===== src/rtl/hqa_pkg.sv =====
// Shared types and widths for the homography query arbiter.
// Latency: n/a (package only).
// Backpressure: n/a (package only).
package hqa_pkg;

  localparam int COORD_W = 10;
  localparam int R_W     = 5;
  localparam int G_W     = 6;
  localparam int B_W     = 5;

  typedef enum logic [1:0] {
    S_IDLE  = 2'd0,
    S_RUN   = 2'd1,
    S_FULL  = 2'd2,
    S_DRAIN = 2'd3
  } hqa_state_e;

  // One in-flight query: owner is 1 for the CCD requester, 0 for DVI.
  typedef struct packed {
    logic               owner;
    logic [COORD_W-1:0] x;
    logic [COORD_W-1:0] y;
  } hqa_tag_t;

  localparam int TAG_W = $bits(hqa_tag_t);

endpackage


===== src/rtl/hqa_tag_fifo.sv =====
// In-order tag store for outstanding engine queries; DEPTH entries of WIDTH bits.
// Latency: head entry visible combinationally; push lands one cycle later.
// Backpressure: push ignored when full, pop ignored when empty; push+pop allowed together.
module hqa_tag_fifo #(
  parameter int DEPTH = 5,
  parameter int WIDTH = 1
) (
  input  logic             clk,
  input  logic             rst_n,
  input  logic             push,
  input  logic [WIDTH-1:0] push_dat,
  input  logic             pop,
  output logic [WIDTH-1:0] pop_dat,
  output logic             full,
  output logic             empty
);

  localparam int PTR_W = (DEPTH > 1) ? $clog2(DEPTH) : 1;
  localparam int CNT_W = $clog2(DEPTH + 1);

  logic [WIDTH-1:0] mem_q [DEPTH];
  logic [WIDTH-1:0] mem_d [DEPTH];
  logic [PTR_W-1:0] wr_ptr_q, wr_ptr_d, rd_ptr_q, rd_ptr_d;
  logic [CNT_W-1:0] cnt_q, cnt_d;
  logic             do_push, do_pop;

  function automatic logic [PTR_W-1:0] ptr_inc(input logic [PTR_W-1:0] p);
    return (p == PTR_W'(DEPTH - 1)) ? '0 : p + PTR_W'(1);
  endfunction

  assign full    = (cnt_q == CNT_W'(DEPTH));
  assign empty   = (cnt_q == '0);
  assign do_push = push && !full;
  assign do_pop  = pop && !empty;
  assign pop_dat = mem_q[rd_ptr_q];

  // Next pointers, occupancy and storage contents.
  always_comb begin
    mem_d    = mem_q;
    wr_ptr_d = wr_ptr_q;
    rd_ptr_d = rd_ptr_q;
    cnt_d    = cnt_q + CNT_W'(do_push) - CNT_W'(do_pop);
    if (do_push) begin
      mem_d[wr_ptr_q] = push_dat;
      wr_ptr_d        = ptr_inc(wr_ptr_q);
    end
    if (do_pop) begin
      rd_ptr_d = ptr_inc(rd_ptr_q);
    end
  end

  // State register; reset discards every stored tag.
  always_ff @(posedge clk) begin
    if (!rst_n) begin
      wr_ptr_q <= '0;
      rd_ptr_q <= '0;
      cnt_q    <= '0;
      for (int i = 0; i < DEPTH; i++) mem_q[i] <= '0;
    end else begin
      wr_ptr_q <= wr_ptr_d;
      rd_ptr_q <= rd_ptr_d;
      cnt_q    <= cnt_d;
      mem_q    <= mem_d;
    end
  end

endmodule


===== src/rtl/homography_query_arbiter.sv =====
// Round-robin sharing of one homography engine between DVI (req0) and CCD (req1); macro HQA_COORD_CHECK_EN adds return-coordinate checking.
// Latency: grant -> start 1 cycle; ready -> resp*_val 1 cycle.
// Backpressure: requesters hold valid until granted; no grants when MAX_OUTSTANDING queries are in flight or while flushing.
module homography_query_arbiter
  import hqa_pkg::*;
#(
  parameter int MAX_OUTSTANDING = 5
) (
  input  logic               clk_25,
  input  logic               rst_n,
  input  logic               req0_valid,
  input  logic [COORD_W-1:0] req0_x,
  input  logic [COORD_W-1:0] req0_y,
  input  logic               req1_valid,
  input  logic [COORD_W-1:0] req1_x,
  input  logic [COORD_W-1:0] req1_y,
  output logic               req0_grant,
  output logic               req1_grant,
  input  logic               flush,
  output logic               flush_done,
  output logic [COORD_W-1:0] query_x,
  output logic [COORD_W-1:0] query_y,
  output logic               start,
  input  logic               ready,
  input  logic [COORD_W-1:0] return_x,
  input  logic [COORD_W-1:0] return_y,
  input  logic [R_W-1:0]     r,
  input  logic [G_W-1:0]     g,
  input  logic [B_W-1:0]     b,
  output logic               resp0_val,
  output logic               resp1_val,
  output logic [COORD_W-1:0] resp_x,
  output logic [COORD_W-1:0] resp_y,
  output logic [R_W-1:0]     resp_r,
  output logic [G_W-1:0]     resp_g,
  output logic [B_W-1:0]     resp_b,
  output logic [2:0]         outstanding,
  output logic               err_underflow,
  output logic               mismatch
);

`ifdef HQA_COORD_CHECK_EN
  localparam int FIFO_W = TAG_W;
`else
  localparam int FIFO_W = 1;
`endif
  localparam logic [2:0] MAX_CNT = 3'(MAX_OUTSTANDING);

  hqa_state_e         state_q, state_d;
  logic [2:0]         cnt_q, cnt_d;
  logic               last_q, last_d;          // 1: req1 took the previous grant
  logic [COORD_W-1:0] query_x_q, query_x_d, query_y_q, query_y_d;
  logic               start_q, start_d;
  logic               resp0_val_q, resp0_val_d, resp1_val_q, resp1_val_d;
  logic [COORD_W-1:0] resp_x_q, resp_x_d, resp_y_q, resp_y_d;
  logic [R_W-1:0]     resp_r_q, resp_r_d;
  logic [G_W-1:0]     resp_g_q, resp_g_d;
  logic [B_W-1:0]     resp_b_q, resp_b_d;
  logic               err_q, err_d;
  logic               flush_done_q, flush_done_d;
  logic               done_seen_q, done_seen_d; // flush_done already pulsed this flush
  logic               can_issue, gnt0, gnt1, push, pop, pop_owner;
  logic               tag_full, tag_empty;
  logic [FIFO_W-1:0]  push_dat, pop_dat;

  // Round-robin grant, gated by the registered state only.
  always_comb begin
    can_issue = ((state_q == S_IDLE) || (state_q == S_RUN)) && !flush && !tag_full;
    gnt0      = can_issue && req0_valid && (!req1_valid || last_q);
    gnt1      = can_issue && req1_valid && (!req0_valid || !last_q);
  end

  assign push = gnt0 || gnt1;
  assign pop  = ready && !tag_empty;

`ifdef HQA_COORD_CHECK_EN
  hqa_tag_t push_tag, pop_tag;
  logic     mismatch_q, mismatch_d;

  assign push_tag  = gnt1 ? '{owner: 1'b1, x: req1_x, y: req1_y}
                          : '{owner: 1'b0, x: req0_x, y: req0_y};
  assign push_dat  = push_tag;
  assign pop_tag   = hqa_tag_t'(pop_dat);
  assign pop_owner = pop_tag.owner;

  // Sticky flag: engine echoed different coordinates than were issued.
  always_comb begin
    mismatch_d = mismatch_q;
    if (pop && ((return_x != pop_tag.x) || (return_y != pop_tag.y))) mismatch_d = 1'b1;
  end

  // Mismatch flag register.
  always_ff @(posedge clk_25) begin
    if (!rst_n) mismatch_q <= 1'b0;
    else        mismatch_q <= mismatch_d;
  end

  assign mismatch = mismatch_q;
`else
  assign push_dat  = gnt1;
  assign pop_owner = pop_dat[0];
  assign mismatch  = 1'b0;
`endif

  hqa_tag_fifo #(.DEPTH(MAX_OUTSTANDING), .WIDTH(FIFO_W)) u_tag_fifo (
    .clk      (clk_25),
    .rst_n    (rst_n),
    .push     (push),
    .push_dat (push_dat),
    .pop      (pop),
    .pop_dat  (pop_dat),
    .full     (tag_full),
    .empty    (tag_empty)
  );

  // Credit count, query/response datapath and flag next values.
  always_comb begin
    cnt_d = cnt_q;
    if (push && !pop)      cnt_d = cnt_q + 3'd1;
    else if (!push && pop) cnt_d = cnt_q - 3'd1;
    last_d      = gnt1 ? 1'b1 : (gnt0 ? 1'b0 : last_q);
    start_d     = push;
    query_x_d   = query_x_q;
    query_y_d   = query_y_q;
    if (gnt0) begin
      query_x_d = req0_x;
      query_y_d = req0_y;
    end else if (gnt1) begin
      query_x_d = req1_x;
      query_y_d = req1_y;
    end
    resp0_val_d = pop && !pop_owner;
    resp1_val_d = pop && pop_owner;
    resp_x_d    = pop ? return_x : resp_x_q;
    resp_y_d    = pop ? return_y : resp_y_q;
    resp_r_d    = pop ? r : resp_r_q;
    resp_g_d    = pop ? g : resp_g_q;
    resp_b_d    = pop ? b : resp_b_q;
    err_d       = err_q || (ready && tag_empty);
    // Drain is complete once the registered count is zero under flush.
    flush_done_d = flush && (cnt_q == 3'd0) && !done_seen_q;
    done_seen_d  = flush && (done_seen_q || flush_done_d);
  end

  // Next-state: follows the post-update count, with flush forcing drain.
  always_comb begin
    state_d = state_q;
    if (cnt_d == 3'd0)        state_d = S_IDLE;
    else if (flush)           state_d = S_DRAIN;
    else if (cnt_d == MAX_CNT) state_d = S_FULL;
    else                      state_d = S_RUN;
  end

  // FSM state register.
  always_ff @(posedge clk_25) begin
    if (!rst_n) state_q <= S_IDLE;
    else        state_q <= state_d;
  end

  // Datapath and flag registers.
  always_ff @(posedge clk_25) begin
    if (!rst_n) begin
      cnt_q        <= '0;
      last_q       <= 1'b1;
      query_x_q    <= '0;
      query_y_q    <= '0;
      start_q      <= 1'b0;
      resp0_val_q  <= 1'b0;
      resp1_val_q  <= 1'b0;
      resp_x_q     <= '0;
      resp_y_q     <= '0;
      resp_r_q     <= '0;
      resp_g_q     <= '0;
      resp_b_q     <= '0;
      err_q        <= 1'b0;
      flush_done_q <= 1'b0;
      done_seen_q  <= 1'b0;
    end else begin
      cnt_q        <= cnt_d;
      last_q       <= last_d;
      query_x_q    <= query_x_d;
      query_y_q    <= query_y_d;
      start_q      <= start_d;
      resp0_val_q  <= resp0_val_d;
      resp1_val_q  <= resp1_val_d;
      resp_x_q     <= resp_x_d;
      resp_y_q     <= resp_y_d;
      resp_r_q     <= resp_r_d;
      resp_g_q     <= resp_g_d;
      resp_b_q     <= resp_b_d;
      err_q        <= err_d;
      flush_done_q <= flush_done_d;
      done_seen_q  <= done_seen_d;
    end
  end

  assign req0_grant    = gnt0;
  assign req1_grant    = gnt1;
  assign query_x       = query_x_q;
  assign query_y       = query_y_q;
  assign start         = start_q;
  assign resp0_val     = resp0_val_q;
  assign resp1_val     = resp1_val_q;
  assign resp_x        = resp_x_q;
  assign resp_y        = resp_y_q;
  assign resp_r        = resp_r_q;
  assign resp_g        = resp_g_q;
  assign resp_b        = resp_b_q;
  assign outstanding   = cnt_q;
  assign err_underflow = err_q;
  assign flush_done    = flush_done_q;

endmodule


===== config.mk =====
export PLATFORM = sky130hd
export DESIGN_NAME = homography_query_arbiter
export DESIGN_NICKNAME = d
export VERILOG_FILES = /design/src/rtl/hqa_pkg.sv /design/src/rtl/hqa_tag_fifo.sv /design/src/rtl/homography_query_arbiter.sv
export SDC_FILE = /design/constraint.sdc
export NUM_CORES = 1
export LEC_CHECK = 0
export ABC_AREA = 0
export CAP_MARGIN = 25
export CORE_AREA = 2 2 105 107
export CTS_CLUSTER_SIZE = 30
export DETAILED_ROUTE_END_ITERATION = 16
export DIE_AREA = 0 0 107 109
export PLACE_DENSITY = 0.78
export SYNTH_ARGS = -nofsm -noshare
export SYNTH_HDL_FRONTEND = slang
export SYNTH_HIERARCHICAL = 1
export SYNTH_SLANG_ARGS = --single-unit

===== constraint.sdc =====
create_clock -name clk_25 -period 2.8 [get_ports clk_25]
set_clock_uncertainty 0.05 [all_clocks]
set_input_delay 0.42 -clock clk_25 [delete_from_list [all_inputs] [get_ports clk_25]]
set_output_delay 0.42 -clock clk_25 [all_outputs]
set_load 0.01 [all_outputs]

# Word-level counts from Yosys, hierarchy flattened
# Cells that the tools add are included.
# Widths: inputs -> output; s select.
[op_classes]
n_reduce_logical = 41
eq_ne = 5
order_cmp = 3
n_mux = 16
bitwise_logic = 3
addsub = 6
[ops]
columns = ["cell", "count"]
rows = [
  ["$mux 10", 4],
  ["$logic_and 1x1->1", 18],
  ["$eq 3x3->1 const B", 4],
  ["$mux 3", 4],
  ["$logic_not 1->1", 10],
  ["$add 3x1->3 const B", 3],
  ["$logic_not 3->1", 3],
  ["$ge 4x4->1 const B", 2],
  ["$not 3->4", 2],
  ["$logic_or 1x1->1", 6],
  ["$bwmux 5", 1],
  ["$lt 4x1->1 const B", 1],
  ["$mux 2", 2],
  ["$reduce_or 2->1", 2],
  ["$add 3x1->3", 1],
  ["$bmux 1 s3", 1],
  ["$demux 1 s3", 1],
  ["$mux 1", 3],
  ["$sub 3x1->3", 1],
  ["$sub 3x1->3 const B", 1],
  ["$eq 2x1->1 const B", 1],
  ["$logic_not 2->1", 1],
  ["$reduce_bool 2->1", 1],
  ["$not 1->1", 1],
]
[word_totals]
elab_cells = 98
ff_bits = 82
in_bits = 82
output_inout_bits = 67

# Longest topological paths before layout
# Gate-level depths: netlist (run 1).
[logic_depth]
word_depth = 14
ltp_mapped = 14
depth_no_buf = 13

# By module
# The synthesis (run 1) kept the hierarchy.
[by_module_without_submodules]
columns = ["module", "seq_area_each_um2", "n_inst", "area_per_inst_um2", "cells_each"]
rows = [
  ["homography_query_arbiter", 1341.3, 1, 2844.0, 315],
  ["hqa_tag_fifo", 280.3, 1, 787.0, 87],
]

# Least setup slack after synthesis (run 1)
# No wires, ideal clock.
[synth_timing]
path_kind = "register to register"
from = "register u_tag_fifo.cnt_q[1]"
to = "register u_tag_fifo.cnt_q[2]"
setup_slack_ps = -206
setup_ps = 115
period_less_slack_ps = 3006
required_ps = 2635
n_path_buf = 1
arrival_ps = 2841
path_stages_with_launch = 15
cell_sequence = "dfxtp_1 -> nand3b_2 -> inv_2 -> or3_4 -> nor2_8 -> clkbuf_2 -> nand2_2 -> ha_1 -> inv_1 -> ha_1 -> inv_1 -> fa_1 -> xnor2_1 -> xnor2_1 -> and2_1"
[synth_via]
elab_chain_len = 9
word_cells_on_any_way = 15
cone_classes = "add/sub (2); eq/ne (1); reduce/logical (12)"
[synth_rtl]
columns = ["item", "line_no", "text"]
rows = [
  ["from (decl)", "hqa_tag_fifo.sv:24", "logic [CNT_W-1:0] cnt_q, cnt_d;"],
  ["from (signal assigned)", "hqa_tag_fifo.sv:62", "cnt_q <= cnt_d;"],
  ["$eq 3x3->1 (*)", "hqa_tag_fifo.sv:31", "assign full = (cnt_q == CNT_W'(DEPTH));"],
  ["via tag_full", "homography_query_arbiter.sv:63", "logic tag_full, tag_empty;"],
  ["$logic_not 1->1 (*)", "homography_query_arbiter.sv:68", "can_issue = ((state_q == S_IDLE) || (state_q == S_RUN)) && !flush && !tag_full;"],
  ["$logic_and 1x1->1 (*)", "homography_query_arbiter.sv:68", ""],
  ["$logic_and 1x1->1 (on tied branches) (2 in a row)", "homography_query_arbiter.sv:69, homography_query_arbiter.sv:70", ""],
  ["$logic_or 1x1->1 (*)", "homography_query_arbiter.sv:73", "assign push = gnt0 || gnt1;"],
  ["via push", "homography_query_arbiter.sv:62", "logic can_issue, gnt0, gnt1, push, pop, pop_owner;"],
  ["$logic_and 1x1->1 (*)", "hqa_tag_fifo.sv:33", "assign do_push = push && !full;"],
  ["$add 3x1->3 (*)", "hqa_tag_fifo.sv:42", "cnt_d = cnt_q + CNT_W'(do_push) - CNT_W'(do_pop);"],
  ["$sub 3x1->3 (*)", "hqa_tag_fifo.sv:42", ""],
]
# The timed path passes the listed nets; every way through them passes the cells marked *.
# A chain may end at the register's enable or synchronous reset.

# Final worst setup path (run 1)
[layout_timing]
from = "register u_tag_fifo.cnt_q[0]"
to = "register u_tag_fifo.cnt_q[2]"
# The elaborated chain is that of the path after synthesis.

==> results of run 1 <==
-- how the worst max path moves through the flow --
stage	from	endpoint	cells past startpoint
final	u_tag_fifo/cnt_q[0]	u_tag_fifo/cnt_q[2]	13
after global routing	u_tag_fifo/cnt_q[0]	u_tag_fifo/cnt_q[2]	13
after CTS	u_tag_fifo/cnt_q[1]	u_tag_fifo/cnt_q[2]	13
after detailed placement	flush	u_tag_fifo/cnt_q[2]	12
after global placement	flush	u_tag_fifo/cnt_q[2]	12
after floorplan	u_tag_fifo/cnt_q[1]	u_tag_fifo/cnt_q[2]	14
-- sequential cells by signal, indices dropped and copies added, names as in the netlist --
name / flops
resp_b: 5
last_q: 1
flush_done: 1
resp_g: 6
resp0_val: 1
resp1_val: 1
start: 1
outstanding: 3
resp_y: 10
resp_x: 10
u_tag_fifo/mem_q: 5
query_y: 10
resp_r: 5
done_seen_q: 1
u_tag_fifo/rd_ptr_q: 3
state_q: 1
query_x: 10
err_underflow: 1
u_tag_fifo/wr_ptr_q: 3
u_tag_fifo/cnt_q: 3
-- cell type report --
cell class / count / area share
repair buffers: 164 / 0.290
well taps: 140 / 0.0318
inverters: 15 / 0.0102
flip-flops and latches: 81 / 0.296
multi-input cells: 281 / 0.340
clock buffers: 13 / 0.0307
clock inverters: 2 / 0.00227
-- what timing repair did --
action | CTS | global route
gates resized for setup | 0 | 3
endpoints found under the hold margin | 0 | 0
buffers inserted | 0 | 3
hold buffers | 0 | 0
setup endpoints to repair | 0 | 1
-- metal layers --
layer | wire [um] | part of all wire | global-route usage | up-vias
li1 | - | - | - | 1650
met1 | 3650 | 0.40 | 0.171 | 1505
met2 | 4630 | 0.51 | 0.283 | 103
met3 | 682 | 0.075 | 0.0520 | 13
met4 | 164 | 0.018 | 0.0594 | 0
met5 | 0 | 0 | 0 | -
-- cell families after synthesis --
logic type | count (synthesis) | share of synthesized area
other | 1 | 0.00103
xor gates and xnor gates | 6 | 0.0183
muxes | 29 | 0.0799
adders and majority gates | 10 | 0.0365
DFF | 81 | 0.447
buffers and inverters | 40 | 0.0441
AOI/OAI and AO/OA | 80 | 0.177
and+or+nand+nor | 155 | 0.197
-- where the power goes --
part	internal (mW)	switching (mW)	leakage, nW
registers	1.38	0.165	0.664
clock network	0.389	0.398	0.0915
logic	0.847	0.744	1.68
total	2.61	1.31	2.43
-- synth_stat cells, types with 2 or more instances --
cell,count
a211o_1,2
a21boi_0,36
a21boi_1,2
a21oi_1,4
and2_1,3
and3_1,2
buf_1,2
buf_2,4
clkbuf_1,17
dfxtp_1,81
ha_1,9
inv_1,13
inv_2,2
mux2i_1,29
nand2_1,109
nand2b_1,2
nand3_1,7
nand4_1,5
nand4b_1,2
nor2_1,7
nor2b_1,4
nor3_1,3
o211a_1,20
o21ai_0,4
o21ai_1,2
o22ai_1,2
xnor2_1,5
-- through the flow --
stage	worst slack, ns	std cells	area [um2]	util	TNS, ns
6_report	0.136	696	5500	0.519	0
5_1_grt	0.00255	696	5500	0.519	0
4_1_cts	0.0634	693	5470	0.516	0
2_1_floorplan	0.0109	402	3650	-	0
3_5_place_dp	-0.155	678	5290	0.499	-0.155
3_3_place_gp	-0.0969	678	5290	0.499	-0.0969
==> metrics.md, run 1 <==
| Metric | Value |
|---|---|
| Vias | 3271 |
| Hold Path Depth | 1 |
| Area occupied by multi-input gates | 1870 um2 |
| Post-synthesis cell count | 402 |
| Avg Inst Size Synth | 9.03 um2 |
| Worst R2R Setup Slack | 0.14 ns |
| Achievable frequency | 375 MHz |
| Share of synthesized registers carrying an async set or reset | 0 |
| Power per cell area | 712 nW/um2 |
| Hold path start | done_seen_q |
| Period minus WS final | 2.66 ns |
| Synth warn | 6 |
| CP max-delay cell | or3_4 |
| CTS tree | built |
| Tcrit/Tclk final | 0.952 |
| CTS root buffer | clkbuf_8 |
| Clk Latency, worst-skew pair | 0.35 ns |
| Crit path DAT | 2.85 ns |
| H-tree depth | 3 |
| Hold EP | flush_done |
| IO Pins | 149 |
| Clock transition at path regs | 0.07 ns |
| Initial antenna violation count | 0 |
| Sequential Area | 1630 um2 |
| Synth top area cells | dfxtp_1, nand2_1, mux2i_1, a21boi_0, o211a_1 |
| Drt initial violations | 146 |
| Die area | 11700 um2 |
| Commonest non-fill, non-tap cell in the layout | clkdlybuf4s50_1 |
| Tot Pwr | 3.92 mW |
| Layout cell share with drive strength beyond 1 | 0.0827 |
| Worst path cell trace | nand3b_4, inv_2, or3_4, nor2_8, nand2_2, ha_1, inv_1, ha_1, inv_1, fa_1, xnor2_2, xnor2_1, and2_1 |
| Starting Density | 0.342 |
| Post-DRT Antenna Nets | 0 |
| Post-Syn Area | 3630 um2 |
| Slew Viols, Final | 0 |
| Area grow syn2layout | 51.6% |
| #FFs+latches synth | 81 |
| CP peak stage delay | 0.40 ns |
| Synth unique cells | 51 |
| First-pass GRT wire length | 14600 um |
| Final wirelength | 9130 um |
| Vias in the first global route | 3239 |
| Sequential share of the synthesized area | 0.447 |
| # clock sinks | 81 |
| DRC viols | 0 |
| Number of fillers in the final layout | 967 |
| Grt total ovfl | 0 |
| DR vias/cell | 4.70 |
| PortBufs | 147 |
| Tot GR Track Use | 0.157 |
| RSZ-0062 raised after global routing | false |
| GP Congestion | 0.739 |
| RR Startpoint | u_tag_fifo/cnt_q[0] |
| Yosys top cell area share | 0.447 |
| Core area | 10600 um2 |
| Final Hold Fails | 0 |
| Num rows | 38 |
| Startpoint types | flip-flop |
| Least-Margin Pin Slew | 0.595 ns |
| WL/cell | 13.1 um |
| Buf/Inv on CP | 3 |
| Synth Flop Type | dfxtp_1 |
| TritonCTS buffer count | 9 |
| Nets | 644 |
| Most frequent cells in the layout | clkdlybuf4s50_1, nand2_1, dfxtp_1 |
| Chip Height | 109 um |
| Status | finished clean |
| WS Path Type | reg -> reg |
| Critical path fanouts, max | 5 |
| Die width | 107 um |
| Final setup violation count | 0 |
| Post-DP HPWL | 6830 um |
| Max-cap viol count | 0 |
| EDFF count, synth | 0 |
| Max-slew headroom | 0.603 |
| VDD IR max | 0.273 mV |
| CTS max path bufs | 2 |
| Reg-to-reg endpoint | u_tag_fifo/cnt_q[2] |
| Nature of the critical path endpoint | flip-flop |
| WHS | 0.387 ns |
| Static Leak | 2.43 nW |
| N_diodes | 0 |
| Hold crit path type | reg -> reg |
| Critical Path RT | 2.99 ns |
| Yosys top cell by area | dfxtp_1 |
| 1st-pass router iterations | 6 |
| Pin count of the biggest net entering global routing | 45 |
| Cell family with most CP delay | simple AND/OR/NAND/NOR gates |
| R2R depth | 13 |
| Synthesized net count | 494 |
(Power assumes the default switching activity.)
==> run 2, diff against run 1 <==
- SLEW_MARGIN: default -> 20
==> results of run 2 <==
Final layout, timing and power as in run 1 (identical DEF).
